## src/rtl/seq_pattern_gen.sv

```systemverilog
// seq_pattern_gen: serializes a captured bit pattern MSB-first, starting at
// bit len and ending at bit 0, repeating the frame reps extra times with no gap
// between frames. Then it pulses done for one cycle and returns to IDLE.
module seq_pattern_gen #(
    parameter  int W  = 8,
    localparam int IW = (W > 1) ? $clog2(W) : 1
) (
    input  logic          clk,
    input  logic          rst,
    input  logic          start,
    input  logic [W-1:0]  pattern,
    input  logic [IW-1:0] len,
    input  logic [3:0]    reps,
    output logic          out,
    output logic          valid,
    output logic          busy,
    output logic          done
);

    typedef enum logic [1:0] {
        S_IDLE  = 2'd0,
        S_SHIFT = 2'd1,
        S_DONE  = 2'd2
    } state_t;

    state_t        r_state;
    logic [W-1:0]  r_pat;
    logic [IW-1:0] r_len;
    logic [IW-1:0] r_idx;
    logic [3:0]    r_rep;
    logic          r_out;
    logic          r_valid;
    logic          r_busy;
    logic          r_done;

    state_t        w_state_nxt;
    logic [W-1:0]  w_pat_nxt;
    logic [IW-1:0] w_len_nxt;
    logic [IW-1:0] w_idx_nxt;
    logic [3:0]    w_rep_nxt;
    logic [IW-1:0] w_len_clamped;
    logic          w_out_nxt;
    logic          w_valid_nxt;
    logic          w_busy_nxt;
    logic          w_done_nxt;

    // State, captured operands, counters and output flops; reset aborts any frame.
    // NOTE: every register here is a plain flop, not a memory, so all of them take the async reset.
    always_ff @(posedge clk or negedge rst) begin
        if (!rst) begin
            r_state <= S_IDLE;
            r_pat   <= '0;
            r_len   <= '0;
            r_idx   <= '0;
            r_rep   <= '0;
            r_out   <= 1'b0;
            r_valid <= 1'b0;
            r_busy  <= 1'b0;
            r_done  <= 1'b0;
        end else begin
            // NOTE: non-blocking assignments so every flop samples pre-edge values.
            r_state <= w_state_nxt;
            r_pat   <= w_pat_nxt;
            r_len   <= w_len_nxt;
            r_idx   <= w_idx_nxt;
            r_rep   <= w_rep_nxt;
            r_out   <= w_out_nxt;
            r_valid <= w_valid_nxt;
            r_busy  <= w_busy_nxt;
            r_done  <= w_done_nxt;
        end
    end

    // Next-state and datapath update: capture in IDLE, count down bits and frames in SHIFT.
    always_comb begin
        // NOTE: defaults first so no path through the case leaves a signal unassigned (no latches).
        w_state_nxt   = r_state;
        w_pat_nxt     = r_pat;
        w_len_nxt     = r_len;
        w_idx_nxt     = r_idx;
        w_rep_nxt     = r_rep;
        w_len_clamped = len;
        // A length index past the top bit can only arise for non power-of-2 widths.
        if (int'(len) > W - 1) begin
            w_len_clamped = IW'(W - 1);
        end
        case (r_state)
            S_IDLE: begin
                if (start) begin
                    w_state_nxt = S_SHIFT;
                    w_pat_nxt   = pattern;
                    w_len_nxt   = w_len_clamped;
                    w_idx_nxt   = w_len_clamped;
                    w_rep_nxt   = reps;
                end
            end
            S_SHIFT: begin
                if (r_idx != '0) begin
                    w_idx_nxt = r_idx - 1'b1;
                end else if (r_rep != '0) begin
                    // Back-to-back repetition: reload the frame without an idle bit.
                    w_idx_nxt = r_len;
                    w_rep_nxt = r_rep - 1'b1;
                end else begin
                    w_state_nxt = S_DONE;
                end
            end
            S_DONE: begin
                w_state_nxt = S_IDLE;
            end
            default: begin
                w_state_nxt = S_IDLE;
            end
        endcase
    end

    // Output decode from the upcoming state, so the flops present a pure Moore view.
    always_comb begin
        w_out_nxt   = 1'b0;
        w_valid_nxt = 1'b0;
        w_busy_nxt  = 1'b0;
        w_done_nxt  = 1'b0;
        case (w_state_nxt)
            S_SHIFT: begin
                w_out_nxt   = w_pat_nxt[w_idx_nxt];
                w_valid_nxt = 1'b1;
                w_busy_nxt  = 1'b1;
            end
            S_DONE: begin
                w_done_nxt = 1'b1;
            end
            default: begin
                w_out_nxt = 1'b0;
            end
        endcase
    end

    assign out   = r_out;
    assign valid = r_valid;
    assign busy  = r_busy;
    assign done  = r_done;

endmodule

```

## config.mk

```make
export PLATFORM = sky130hd
export DESIGN_NAME = seq_pattern_gen
export DESIGN_NICKNAME = d
export VERILOG_FILES = /design/src/rtl/seq_pattern_gen.sv
export SDC_FILE = /design/constraint.sdc
export NUM_CORES = 1
export LEC_CHECK = 0
export BUFFER_PORTS_ARGS = -buffer_cell sky130_fd_sc_hd__buf_2
export CORE_MARGIN = 3
export CORE_UTILIZATION = 35
export DETAILED_ROUTE_END_ITERATION = 6
export PLACE_DENSITY = 0.5
export SYNTH_ARGS = -nofsm -noshare
export SYNTH_HDL_FRONTEND = slang
export SYNTH_SLANG_ARGS = --single-unit
```

## constraint.sdc

```tcl
create_clock -name clk -period 2.26 [get_ports clk]
set_input_delay 0.339 -clock clk [delete_from_list [all_inputs] [get_ports clk]]
set_output_delay 0.339 -clock clk [all_outputs]
set_load 0.01 [all_outputs]
```

==> flow_results.org <==
** Run status
- Outcome :: finished with violations
- The checks that failed: negative hold slack.

** Worst setup path
- Data arrives at the worst endpoint at 2.29 ns.
- Worst Path Max Fanout :: 3
- Data required time at the worst endpoint :: 2.45 ns
- STA classifies the critical path startpoint as a flop.
- Worst setup path class :: flop to flop
- Kind of end point of the critical path :: flop

** Timing
- The worst pin sits at a relative slew slack of 0.646.
- The max-slew violation total from the final report was 0.
- Timing-limited maximum frequency :: 0.477 GHz
- Tightest hold margin :: -0.0181 ns
- The clock arrives with 0.0102 ns of skew.
- PnR worst setup slack :: 0.162 ns
- In the finished design, the share of the clock period the worst path needs comes to 0.928.
- The worst path in the final design needs a cycle of 2.10 ns, including I/O delays and setup.
- Setup violations remaining at the end of the flow were counted as 0.
- Number of hold violations in the final report :: 23
- Worst Max-Slew Pin Slew :: 0.517 ns

** Logic synthesis
- Sequential share of the synthesized area :: 0.460
- sky130_fd_sc_hd__dfrtp_1 takes more of the synthesized area than any other cell.
- During synthesis, Yosys emitted a total of 0 warnings.
- Mean instance size in the synthesized netlist :: 10.9 µm²
- Post-synth net total :: 136
- Share of the synthesized area in the top cell type :: 0.460
- Synthesis handed over a netlist of 115 instances.
- Yosys reg bits :: 23
- Synth area leaders :: sky130_fd_sc_hd__dfrtp_1 (46%), sky130_fd_sc_hd__mux2_2 (9.0%), sky130_fd_sc_hd__mux2i_1 (3.2%)
- The synthesized netlist occupies a cell area of 1250 µm².
- After synthesis, the netlist uses 40 different library cells.

** Clocking
- Insertion delay of the later-clocked pin in the worst-skew pair :: 0.31 ns
- Clock tree synthesis found a total of 23 sinks.
- CTS placed an instance of sky130_fd_sc_hd__clkbuf_4 at the clock tree root.
- CTS built an H-tree with a depth of 1.
- Number of buffers created by CTS :: 3
- Counting along the longest clock path gives a buffer depth of 2.
- CTS tree :: built
- After clock tree synthesis, the clock-pin slew on the worst setup and hold paths is 0.13 ns.

** Final layout
- Synthesis-to-layout area growth :: 22.6%
- After the last flow step, the layout net total stands at 167.
- Design area :: 1540 µm²
- Non-Filler Instances :: 191
- Utilization after layout :: 0.453
- Inserted Diodes :: 0
- In the final layout, the share of cells above drive strength 1 is 0.407.

** Die
- The floorplan has 21 rows.
- The floorplan step set the die height to 65.8 µm.
- Horizontal die dimension :: 65.8 µm
- The initial utilization of the core area, before any placement, comes to 0.370.
- The die covers 4330 µm².
- Number of placed I/O pins :: 22
- The core region is 3390 µm².

** Pwr
- Power spread over the standard cell area amounts to 1280 nW/µm².
- Total power for the finished layout comes to 0.00197 W.
- In this run the static leakage power is 0.680 nW.
- Across the VDD grid, the largest voltage drop is 0.000387 V.

** Global route
- Overflow after GRT :: 0
- In the global route stage, overall resource usage came out at 0.140.
- The number of global-route vias before repair was 955.
- The number of antenna violations at the first check in global routing came to 0.
- First-pass GRT wire length :: 4620 µm
- Entering global routing, the biggest net connects 24 pins.

** Route
- The routed layout has 963 vias.
- Dividing the detail-routed via count by the number of cells gives 5.04.
- Detailed-route wire length per cell :: 14.3 µm
- WL final :: 2730 µm
- Number of violations reported at the end of detailed-routing iteration 0 :: 40
- Once detail routing completed, the nets flagged for antenna violations numbered 0.
- DRC violations left :: 0
- First-pass iteration count of the detailed router :: 4

** Place
- Count of buffers inserted at the top-level ports :: 21
- HPWL Detailed :: 2010 µm
- Placed Instance Area :: 1450 µm²
- GPL Wtd Cong :: 0.782
- Timing analysis after detailed placement gives a worst setup slack of 0.0810 ns.
- Counting tap cells, the placed design contains a total of 185 instances.

** Run
- Max-cap violations in this run came to 0.

** Hold path
- Hold Crit Class :: input pin to async pin
[registers in the layout, indices dropped and copies added (netlist names)]
register and cells:
busy 1, r_rep 4, out 1, r_len 3, r_idx 3, r_state 2
done 1, r_pat 8
[final timing paths]
path                                from  depth (start not counted)  slack (ns)       end
worst min register to register  r_pat[0]                          1        0.51  r_pat[0]
worst max register to register  r_idx[0]                          9        0.16       out
min in group clk                 reps[0]                          3        0.25  r_rep[0]
worst max-delay path            r_idx[0]                          9        0.16       out
worst min-delay path                 rst                          1       -0.02  r_len[1]
max in group asynchronous            rst                          1        1.91  r_pat[1]
[layer usage]
layer	GRT usage	wire (µm)	vias to the layer above
met3	0.0272	89	5
met1	0.197	1350	472
met2	0.213	1250	15
li1	-	-	471
met4	0.0466	42	0
met5	0	0	-
[cells in the mapped netlist]
cell type                   instances
sky130_fd_sc_hd__ha_1               3
sky130_fd_sc_hd__nor2b_1            2
sky130_fd_sc_hd__a21o_1             1
sky130_fd_sc_hd__o41ai_1            1
sky130_fd_sc_hd__buf_2              2
sky130_fd_sc_hd__a211o_2            1
sky130_fd_sc_hd__o22ai_1            1
sky130_fd_sc_hd__nor3b_1            1
sky130_fd_sc_hd__o31ai_1            1
sky130_fd_sc_hd__and2_1             1
sky130_fd_sc_hd__or2b_1             1
sky130_fd_sc_hd__inv_1             10
sky130_fd_sc_hd__and3_1             1
sky130_fd_sc_hd__dfrtp_1           23
sky130_fd_sc_hd__a221oi_2           2
sky130_fd_sc_hd__o2111a_1           1
sky130_fd_sc_hd__and4b_1            1
sky130_fd_sc_hd__a2111oi_0          2
sky130_fd_sc_hd__a211oi_1           1
sky130_fd_sc_hd__a221o_1            1
sky130_fd_sc_hd__o21ai_0            3
sky130_fd_sc_hd__nand2b_1           4
sky130_fd_sc_hd__o2111ai_1          2
sky130_fd_sc_hd__mux2_2            10
sky130_fd_sc_hd__nor3_1             1
sky130_fd_sc_hd__nand3b_1           2
sky130_fd_sc_hd__a31oi_1            2
sky130_fd_sc_hd__nor3b_2            1
sky130_fd_sc_hd__nand2_1            4
sky130_fd_sc_hd__mux2i_1            4
sky130_fd_sc_hd__o22a_1             1
sky130_fd_sc_hd__a211oi_2           1
sky130_fd_sc_hd__clkbuf_1           2
sky130_fd_sc_hd__and4_1             1
sky130_fd_sc_hd__nor3b_4            1
sky130_fd_sc_hd__buf_4              3
sky130_fd_sc_hd__nor2_1             8
sky130_fd_sc_hd__a22oi_1            2
sky130_fd_sc_hd__a21oi_1            5
sky130_fd_sc_hd__or3_1              1
[stage by stage]
stage	setup TNS, ns	hold WS [ns]
5_1_grt	-0.0254	0.00948
3_5_place_dp	0	0.357
4_1_cts	0	0.000657
6_report	0	-0.0181
2_1_floorplan	0	0.0434
3_3_place_gp	0	0.352
[where the power goes]
group | internal [W] | total (W) | switching [W]
sequential | 0.000592 | 0.000705 | 0.000113
clock | 0.0000690 | 0.000194 | 0.000125
combinational | 0.000559 | 0.00107 | 0.000507
[cells by family after synthesis]
group / synth area share
simple gates: 0.149
compound gates: 0.178
flops: 0.460
buf+inv: 0.0619
mux: 0.122
fa+ha+maj: 0.0300
[timing repair]
item | in CTS | in global routing
buffers inserted | 0 | 2
hold endpoints to repair | 0 | 0
endpoints found under the setup margin | 0 | 1
gates resized for setup | 0 | 11
hold buffers | 0 | 0
[layout make-up]
cell class,count,area [µm²]
fill,336,1850
multi-input combinational,75,643
clock buffer,4,26.3
inverter,10,37.5
sequential,23,576
timing repair buffer,33,195
tap,46,57.6
[critical path: stages, from the launching register on]
cell and delay [ns]:
sky130_fd_sc_hd__dfrtp_1 0.43, sky130_fd_sc_hd__inv_2 0.07, sky130_fd_sc_hd__ha_2 0.17, sky130_fd_sc_hd__buf_4 0.11, sky130_fd_sc_hd__mux2_2 0.31, sky130_fd_sc_hd__o2111a_1 0.24, sky130_fd_sc_hd__o31ai_2 0.22, sky130_fd_sc_hd__buf_4 0.16
sky130_fd_sc_hd__mux2i_1 0.18, sky130_fd_sc_hd__a31oi_1 0.09
[cells in the final DEF, fill, tap and decap left out, types with 2 or more instances in the layout]
master	Yosys	layout
sky130_fd_sc_hd__nand3b_1	2	2
sky130_fd_sc_hd__nand2_1	4	4
sky130_fd_sc_hd__buf_2	2	21
sky130_fd_sc_hd__dfrtp_1	23	23
sky130_fd_sc_hd__inv_1	10	8
sky130_fd_sc_hd__mux2i_1	4	4
sky130_fd_sc_hd__nor3b_4	1	2
sky130_fd_sc_hd__a221oi_2	2	2
sky130_fd_sc_hd__clkbuf_4	0	3
sky130_fd_sc_hd__a31oi_1	2	2
sky130_fd_sc_hd__nor2_1	8	8
sky130_fd_sc_hd__inv_2	0	2
sky130_fd_sc_hd__a22oi_1	2	2
sky130_fd_sc_hd__mux2_2	10	10
sky130_fd_sc_hd__buf_4	3	12
sky130_fd_sc_hd__o21ai_0	3	3
sky130_fd_sc_hd__nand2b_1	4	4
sky130_fd_sc_hd__o2111ai_1	2	2
sky130_fd_sc_hd__a21oi_1	5	5
No activity file was read; power rests on OpenSTA's default activity.
